[config.mk]
export PLATFORM = sky130hd
export DESIGN_NAME = mac_row_engine
export DESIGN_NICKNAME = d
export VERILOG_FILES = /design/src/rtl/mac_pkg.sv /design/src/rtl/mac_lane.sv /design/src/rtl/mac_row_engine.sv
export SDC_FILE = /design/constraint.sdc
export NUM_CORES = 1
export LEC_CHECK = 0
export ABC_AREA = 1
export CAP_MARGIN = 20
export CORE_ASPECT_RATIO = 1.2
export CORE_MARGIN = 2
export CORE_UTILIZATION = 44
export CTS_CLUSTER_DIAMETER = 30
export DETAILED_ROUTE_END_ITERATION = 7
export GPL_TIMING_DRIVEN = 0
export PLACE_DENSITY = 0.65
export SYNTH_ARGS = -nofsm -noshare
export SYNTH_HDL_FRONTEND = slang
export SYNTH_SLANG_ARGS = --single-unit
export TNS_END_PERCENT = 10
[constraint.sdc]
create_clock -name clk -period 9.3 [get_ports clk]
set_input_delay 1.395 -clock clk [delete_from_list [all_inputs] [get_ports clk]]
set_output_delay 1.395 -clock clk [all_outputs]
set_load 0.01 [all_outputs]
[src/rtl/mac_pkg.sv]
// Shared types and default parameter values for the row dot-product engine.
package mac_pkg;

  typedef enum logic [1:0] {
    ST_IDLE,
    ST_RUN,
    ST_DRAIN,
    ST_DONE
  } mac_state_e;

  localparam int unsigned DEF_LANES    = 2;
  localparam int unsigned DEF_VEC_LEN  = 784;
  localparam int unsigned DEF_ROWS     = 10;
  localparam int unsigned DEF_PIXEL_W  = 8;
  localparam int unsigned DEF_WEIGHT_W = 16;
  localparam int unsigned DEF_OUT_W    = 16;

  // Address/index width that never collapses to zero bits.
  function automatic int unsigned clog2_min1(input int unsigned v);
    return (v <= 2) ? 1 : $clog2(v);
  endfunction

endpackage

[src/rtl/mac_lane.sv]
// One multiply lane: zero-extended pixel times signed weight, forced to zero when masked.
module mac_lane
  import mac_pkg::*;
#(
  parameter int unsigned PIXEL_W  = DEF_PIXEL_W,
  parameter int unsigned WEIGHT_W = DEF_WEIGHT_W
) (
  input  logic                              en_i,
  input  logic [PIXEL_W-1:0]                pixel_i,
  input  logic [WEIGHT_W-1:0]               weight_i,
  output logic signed [PIXEL_W+WEIGHT_W:0]  product_o
);

  localparam int unsigned PR_W = PIXEL_W + WEIGHT_W + 1;

  logic signed [PR_W-1:0] pix_s;
  logic signed [PR_W-1:0] wgt_s;

  assign pix_s     = {{(WEIGHT_W + 1){1'b0}}, pixel_i};
  assign wgt_s     = {{(PIXEL_W + 1){weight_i[WEIGHT_W-1]}}, weight_i};
  assign product_o = en_i ? pix_s * wgt_s : '0;

endmodule

[src/rtl/mac_row_engine.sv]
// Row dot-product engine: LANES parallel MACs over one-cycle synchronous pixel/weight memories.
// Define MAC_ROW_SATURATE_EN to clamp row_result to the signed OUT_W range instead of wrapping.
module mac_row_engine
  import mac_pkg::*;
#(
  parameter int unsigned LANES    = DEF_LANES,
  parameter int unsigned VEC_LEN  = DEF_VEC_LEN,
  parameter int unsigned ROWS     = DEF_ROWS,
  parameter int unsigned PIXEL_W  = DEF_PIXEL_W,
  parameter int unsigned WEIGHT_W = DEF_WEIGHT_W,
  parameter int unsigned OUT_W    = DEF_OUT_W
) (
  input  logic                                            clk,
  input  logic                                            rst,
  input  logic                                            start,
  input  logic                                            all_rows,
  input  logic [clog2_min1(ROWS)-1:0]                     row_select,
  output logic [LANES*clog2_min1(VEC_LEN)-1:0]            pixel_addr,
  input  logic [LANES*PIXEL_W-1:0]                        pixel_data,
  output logic [LANES*clog2_min1(ROWS*VEC_LEN)-1:0]       weight_addr,
  input  logic [LANES*WEIGHT_W-1:0]                       weight_data,
  output logic                                            busy,
  output logic                                            done_row,
  output logic                                            done_all,
  output logic [clog2_min1(ROWS)-1:0]                     row_index,
  output logic [OUT_W-1:0]                                row_result
);

  localparam int unsigned PA_W  = clog2_min1(VEC_LEN);
  localparam int unsigned WA_W  = clog2_min1(ROWS * VEC_LEN);
  localparam int unsigned RI_W  = clog2_min1(ROWS);
  localparam int unsigned ITER  = (VEC_LEN + LANES - 1) / LANES;
  localparam int unsigned IT_W  = clog2_min1(ITER);
  localparam int unsigned PR_W  = PIXEL_W + WEIGHT_W + 1;
  localparam int unsigned ACC_W = PIXEL_W + WEIGHT_W + $clog2(VEC_LEN) + 1;

  mac_state_e                state_q;
  logic [IT_W-1:0]           iter_q;
  logic [RI_W-1:0]           row_q;
  logic                      all_rows_q;
  logic                      data_vld_q;
  logic [LANES-1:0]          lane_vld_q;
  logic signed [ACC_W-1:0]   acc_q;
  logic signed [ACC_W-1:0]   acc_d;
  logic                      busy_q;
  logic                      done_row_q;
  logic                      done_all_q;
  logic [RI_W-1:0]           row_index_q;
  logic [OUT_W-1:0]          row_result_q;

  logic [LANES-1:0]          lane_ok;
  logic signed [ACC_W-1:0]   lane_sum;
  logic signed [PR_W-1:0]    prod [LANES];
  logic [OUT_W-1:0]          result_fmt;
  logic                      row_sel_ok;

  assign row_sel_ok = (32'(row_select) < ROWS);

  // Addresses are driven only in RUN; lanes past the vector end stay at address 0.
  always_comb begin
    pixel_addr  = '0;
    weight_addr = '0;
    lane_ok     = '0;
    for (int unsigned k = 0; k < LANES; k++) begin
      if (state_q == ST_RUN && (32'(iter_q) * LANES + k) < VEC_LEN) begin
        lane_ok[k]                    = 1'b1;
        pixel_addr[k*PA_W +: PA_W]    = PA_W'(32'(iter_q) * LANES + k);
        weight_addr[k*WA_W +: WA_W]   = WA_W'(32'(row_q) * VEC_LEN + 32'(iter_q) * LANES + k);
      end
    end
  end

  for (genvar g = 0; g < LANES; g++) begin : g_lane
    mac_lane #(
      .PIXEL_W  (PIXEL_W),
      .WEIGHT_W (WEIGHT_W)
    ) u_lane (
      .en_i      (lane_vld_q[g]),
      .pixel_i   (pixel_data[g*PIXEL_W +: PIXEL_W]),
      .weight_i  (weight_data[g*WEIGHT_W +: WEIGHT_W]),
      .product_o (prod[g])
    );
  end

  always_comb begin
    lane_sum = '0;
    for (int unsigned k = 0; k < LANES; k++) begin
      lane_sum = lane_sum + {{(ACC_W - PR_W){prod[k][PR_W-1]}}, prod[k]};
    end
    acc_d = acc_q + lane_sum;
  end

`ifdef MAC_ROW_SATURATE_EN
  localparam logic signed [ACC_W-1:0] SAT_HI = {{(ACC_W - OUT_W + 1){1'b0}}, {(OUT_W - 1){1'b1}}};
  localparam logic signed [ACC_W-1:0] SAT_LO = ~SAT_HI;

  always_comb begin
    result_fmt = acc_q[OUT_W-1:0];
    if (acc_q > SAT_HI) begin
      result_fmt = SAT_HI[OUT_W-1:0];
    end else if (acc_q < SAT_LO) begin
      result_fmt = SAT_LO[OUT_W-1:0];
    end
  end
`else
  assign result_fmt = acc_q[OUT_W-1:0];
`endif

  // Memory data lags the address by one cycle, so lane masks ride along in lane_vld_q
  // and the final iteration is accumulated on the DRAIN->DONE edge.
  always_ff @(posedge clk) begin
    if (rst) begin
      state_q      <= ST_IDLE;
      iter_q       <= '0;
      row_q        <= '0;
      all_rows_q   <= 1'b0;
      data_vld_q   <= 1'b0;
      lane_vld_q   <= '0;
      acc_q        <= '0;
      busy_q       <= 1'b0;
      done_row_q   <= 1'b0;
      done_all_q   <= 1'b0;
      row_index_q  <= '0;
      row_result_q <= '0;
    end else begin
      done_row_q <= 1'b0;
      done_all_q <= 1'b0;
      if (data_vld_q) begin
        acc_q <= acc_d;
      end
      unique case (state_q)
        ST_IDLE: begin
          if (start && (all_rows || row_sel_ok)) begin
            state_q    <= ST_RUN;
            row_q      <= all_rows ? '0 : row_select;
            all_rows_q <= all_rows;
            iter_q     <= '0;
            acc_q      <= '0;
            busy_q     <= 1'b1;
          end
        end
        ST_RUN: begin
          lane_vld_q <= lane_ok;
          data_vld_q <= 1'b1;
          if (iter_q == IT_W'(ITER - 1)) begin
            state_q <= ST_DRAIN;
          end else begin
            iter_q <= iter_q + IT_W'(1);
          end
        end
        ST_DRAIN: begin
          data_vld_q <= 1'b0;
          state_q    <= ST_DONE;
        end
        ST_DONE: begin
          done_row_q   <= 1'b1;
          row_index_q  <= row_q;
          row_result_q <= result_fmt;
          if (all_rows_q && row_q != RI_W'(ROWS - 1)) begin
            state_q <= ST_RUN;
            row_q   <= row_q + RI_W'(1);
            iter_q  <= '0;
            acc_q   <= '0;
          end else begin
            done_all_q <= 1'b1;
            busy_q     <= 1'b0;
            state_q    <= ST_IDLE;
          end
        end
        default: state_q <= ST_IDLE;
      endcase
    end
  end

  assign busy       = busy_q;
  assign done_row   = done_row_q;
  assign done_all   = done_all_q;
  assign row_index  = row_index_q;
  assign row_result = row_result_q;

endmodule

Word-level counts from Yosys, hierarchy flattened
Cells that the tools add are included.
- add/subtract/negate cells: 7
- $mul: 3
- divide/modulo/power cells: 0
- magnitude comparators: 3
- eq/ne operators: 10
- shift operators: 0
- multiplexer cells: 30
- bitwise logic cells: 1
- reductions and logical operators: 15
- operator list (cell ; number):
    35-bit two-way mux ; 3
    35-bit case mux with 2 select lines ; 1
    9-bit by 16-bit multiplier with 25-bit output ; 2
    25-bit two-way mux ; 2
    35-bit by 26-bit adder with 35-bit output ; 1
    32-bit by 10-bit less-than comparator with 1-bit output, second input constant ; 1
    9-bit two-way mux ; 3
    9-bit case mux with 3 select lines ; 1
    25-bit by 25-bit adder with 26-bit output ; 1
    13-bit two-way mux ; 2
    10-bit two-way mux ; 2
    13-bit by 1-bit adder with 13-bit output, second input constant ; 1
    13-bit by 10-bit adder with 13-bit output ; 1
    4-bit two-way mux ; 3
    10-bit by 1-bit adder with 11-bit output, second input constant ; 1
    10-bit less-than comparator, second input constant ; 1
    9-bit by 1-bit adder with 9-bit output, second input constant ; 1
    9-bit equality test, second input constant ; 1
    4-bit by 6-bit multiplier with 9-bit output, second input constant ; 1
    2-bit inequality test, second input constant ; 4
    2-bit case mux with 4 select lines ; 1
    4-bit case mux with 2 select lines ; 1
    1-bit two-way mux ; 7
    3-bit AND reduction ; 2
    17 further kinds ; 25
- bits in registers: 77
- bits in latches: 0
- RAM bits: 0
- ROM bits: 0
- bits of input ports: 56
- output and inout bits: 69
- logic and storage cells: 81
- memories kept: 0

Logic depth before layout (Yosys ltp)
- depth after elaboration: 7
- depth in mapped cells: 39
- gate-level depth less buffers: 37

Hierarchy
Synthesis repeated with hierarchy kept, for this count alone.
- cell total of the unflattened synthesis: 2313
- area, all modules: 15267.1 um^2
- by module, submodules not included (module ; times used ; cells each ; area an instance (um^2)):
    mac_lane (g_lane[0].u_lane) ; 1 ; 831 ; 5451.5
    mac_lane (g_lane[1].u_lane) ; 1 ; 828 ; 5413.9
    mac_row_engine ; 1 ; 654 ; 4401.7

Least setup slack after synthesis
No wires, ideal clock.
- path type: input port to flip-flop
- from: input port pixel_data[9]
- to: register acc_q[15]
- setup time: 0.056 ns
- arrival time: 7.227 ns
- data required time: 9.244 ns
- path slack: 2.017 ns
- stages: 36
- cells stage by stage: clkbuf_1 clkbuf_1 nand2_1 fa_1 inv_1 fa_1 inv_1 fa_1 fa_1 inv_1 ha_1 a21oi_1 nand2_1 nand2_1 nand2_1 a21oi_1 nor2_1 nor2_1 o21bai_1 nand2_1 nand2_1 a21oi_1 xor2_1 nor2_1 fa_1 ha_1 inv_1 nor4_1 inv_1 o21ai_0 a31oi_1 inv_1 nand3_1 nand3_1 nand2_1 inv_1
- word-level cells in the longest chain between the ends: 7
- ends and longest elaborated chain (what ; line ; RTL):
    start, declared ; mac_row_engine.sv:19 ; input logic [LANES*PIXEL_W-1:0] pixel_data,
    9-bit by 16-bit multiplier with 25-bit output (*) ; mac_lane.sv:21 ; assign product_o = en_i ? pix_s * wgt_s : '0;
    25-bit two-way mux (*) ; mac_lane.sv:21 ;
    25-bit by 25-bit adder with 26-bit output (*) ; mac_row_engine.sv:88 ; lane_sum = lane_sum + {{(ACC_W - PR_W){prod[k][PR_W-1]}}, prod[k]};
    35-bit by 26-bit adder with 35-bit output (*) ; mac_row_engine.sv:90 ; acc_d = acc_q + lane_sum;
    35-bit two-way mux (*) ; mac_row_engine.sv:128 ; if (data_vld_q) begin
    35-bit two-way mux, on equally long branches ; mac_row_engine.sv:159, mac_row_engine.sv:133 ;
    35-bit case mux with 2 select lines (*) ; mac_row_engine.sv:131 ; unique case (state_q)
    end signal, assigned ; mac_row_engine.sv:129 ; acc_q <= acc_d;
    end signal, assigned ; mac_row_engine.sv:138 ; acc_q <= '0;
    end signal, assigned ; mac_row_engine.sv:163 ; acc_q <= '0;
    end, declared ; mac_row_engine.sv:43 ; logic signed [ACC_W-1:0] acc_q;
Every way passes the cells marked *; elsewhere a longest branch is shown, timed or not.
A chain may end at the register's enable or synchronous reset.

Worst setup path after layout
- from: input port pixel_data[1]
- to: register acc_q[15]
The elaborated chain is that of the path after synthesis.

==> flow_summary.ini <==
[status]
outcome = finished clean

[setup_path]
startpoint_type = input pin
worstPathArrival_ns = 8.59
cpPeakStageDelay_ns = 0.69
end_kind = flip-flop
critical_path_peak_fanout = 10
required_ns = 9.58
cp_slowest_cell = clkdlybuf4s50_1
crit_type = input pin to flip-flop
regToRegSetupSlack_ns = 5.85

[cells_and_area]
fill_cells = 2322
diodes = 0
final_cell_mix = inv_1 (369), nand2_1 (333), fa_1 (137), nor2_1 (126), clkdlybuf4s50_1 (97)
area_growth_pct = 16.12
drive_gt1_share_pct = 4.020
nets = 1875
final_common_cell = inv_1

[clocking]
root_buffer = clkbuf_16
cts-resized-gates = 0
cts_buffer_depth = 2
clk_latency_ns = 0.33
postCtsHoldBufs = 0
cts_htree_levels = 3
cts_sinks = 58
cts_tree = built
clkSlewWorstSetupHoldPaths_ns = 0.05
postCtsSetupRepairBufs = 0
cts_made_buffers = 9

[power]
clkPwrFrac_pct = 12.3
p_int_mw = 1.185
ir_worst_vdd_mv = 0.07991
p_leak_nw = 6.693
seq_power_share_pct = 14.9
p_comb_share_pct = 72.8
p_per_area_nw_per_um2 = 208.4
swShare_pct = 52.11
power.net_switching_mw = 1.290

[sta]
finalSetupViolCount = 0
tightest_slew_ns = 0.6785
setup_tns_ns = 0
setup_slack_ns = 0.9841
min_period_ns = 8.316
fin_crit_sh_pct = 89.42
relSlewSlack_pct = 54.77
clock_skew_ns = 0.006329
slew_viol_final = 0
fmax_ghz = 0.1203
rsz0062_at_grt = false
report.final.hold_viol_count = 0

[hold_path]
hold_path_class = flip-flop to flip-flop

[global_routing]
grt_pass1_wl_um = 42950
grt_max_degree = 12
grt_pass1_vias = 9305
antenna_found_initial = 0
grt-ovfl-total = 0
grtUsageTotal_pct = 21.66

[synth]
synth_ff_type = dfxtp_1
yosysUniqueCellTypes = 44
synth.avg_cell_area_um2 = 6.920
syn_area_um2 = 10230
synth_seq_area_share_pct = 11.35
synth-edff-count = 0
synth_warnings = 0
synth_cells = 1478
async_reset_ff_share_pct = 0
ys_ff_latch = 58

[placed_design]
io_buffers = 97
gp_congestion = 0.8883
hpwlAfterDp_um = 21450
post-place-ws_ns = 0.6266

[floorplanning]
die_w_um = 143.2
initial_utilization_pct = 44.52
fp.dieH_um = 171.0
core_um2 = 22970
die-area_um2 = 24480
rows = 61
ioPinCount = 125

[detailed_routing]
wirelength_um = 24870
wire_per_inst_um = 13.04
dr.first_iter.drc_count = 405
final_antenna_net_count = 0
drc = 0
dr.pass1.iters = 5
viasPerCell = 4.760
num_vias = 9077

[flow_run]
max-cap-violations = 0
==> metrics by stage <==
stage               area, um^2  utilization [%]  hold slack [ns]  total power, mW  std cells
detailed placement       11600            50.48           0.4692            2.182       1891
floorplan                10230                -           0.4496            1.694       1479
global placement         11600            50.48           0.4627            2.149       1891
finish                   11880            51.70           0.4789            2.475       1907
global route             11880            51.70           0.5042            2.795       1907
CTS                      11880            51.70           0.4845            2.502       1907
==> worst max-delay path: cells and delay by family <==
kind,cells,cell delay (ns)
compound gates,6,0.85
xor+xnor,1,0.19
fa+ha+maj,7,3.21
buf+inv,9,1.64
simple gates,13,1.28
==> cells in the mapped netlist (2+ instances only) <==
library cell,number,area share (%)
a211oi_1,5,0.37
a21o_1,2,0.15
a21oi_1,84,4.1
a221oi_1,3,0.26
a31oi_1,5,0.31
buf_1,2,0.073
buf_2,6,0.29
buf_4,14,1.0
buf_6,3,0.33
clkbuf_1,39,1.4
clkinv_1,2,0.073
dfxtp_1,58,11
fa_1,137,27
ha_1,95,12
inv_1,369,14
inv_2,6,0.22
nand2_1,333,12
nand2_2,6,0.37
nand3_1,42,2.1
nand3_2,6,0.59
nand4_1,7,0.43
nor2_1,126,4.6
nor3_1,14,0.69
nor3_2,2,0.20
o21a_1,2,0.15
o21ai_0,64,3.1
o21ai_1,2,0.098
o21ai_2,2,0.17
o21bai_1,5,0.37
o31a_1,2,0.17
xnor2_1,8,0.69
xor2_1,15,1.3
==> cells by family after synthesis <==
family                     after synthesis  share of synthesized area (%)
AOI/OAI and AO/OA                      180                          9.579
xor gates and xnor gates                23                          1.970
adders and majority gates              232                          38.44
buffers and inverters                  442                          17.07
DFF                                     58                          11.35
other                                    1                        0.03667
and+or+nand+nor                        542                          21.56
==> cell type report <==
type	count	area, um^2	area share (%)
flip-flops and latches	58	1161	9.777
plain buffers	65	330.3	2.781
multi-input cells	979	7325	61.67
inverters	377	1415	11.92
clock inverters	6	41.29	0.3477
clock buffers	10	239.0	2.012
repair buffers	97	970.9	8.175
well taps	315	394.1	3.319
==> flip-flops by register name, indices dropped and copies added (netlist names), 2 cells and up <==
register / flops
lane_vld_q: 2
row_q: 4
acc_q: 16
iter_q: 9
row_result: 16
state_q: 2
row_index: 4
==> power groups by stage <==
stage          Combinational, mW  Sequential, mW  Clock, mW
6_report                    1.80           0.368      0.304
5_1_grt                     2.10           0.377      0.322
4_1_cts                     1.82           0.369      0.311
3_5_place_dp                1.81           0.374          0
3_3_place_gp                1.78           0.374          0
2_1_floorplan               1.34           0.358          0
==> layer usage <==
metal	up-vias	share of wire [%]	GRT usage, %	wire length [um]
met5	-	0	0	0
met4	0	2.8	6.629	699
met3	44	2.1	1.959	525
met2	132	53	41.56	13260
met1	4287	42	25.20	10390
li1	4614	-	-	-
==> path summary, 6_finish.rpt <==
check                           cells after the start          to     startpoint
worst max register to register                     14   acc_q[13]  lane_vld_q[1]
worst min-delay path                                2  all_rows_q     all_rows_q
worst max-delay path                               36   acc_q[15]  pixel_data[1]
worst min register to register                      2  all_rows_q     all_rows_q
(Power assumes the default switching activity.)
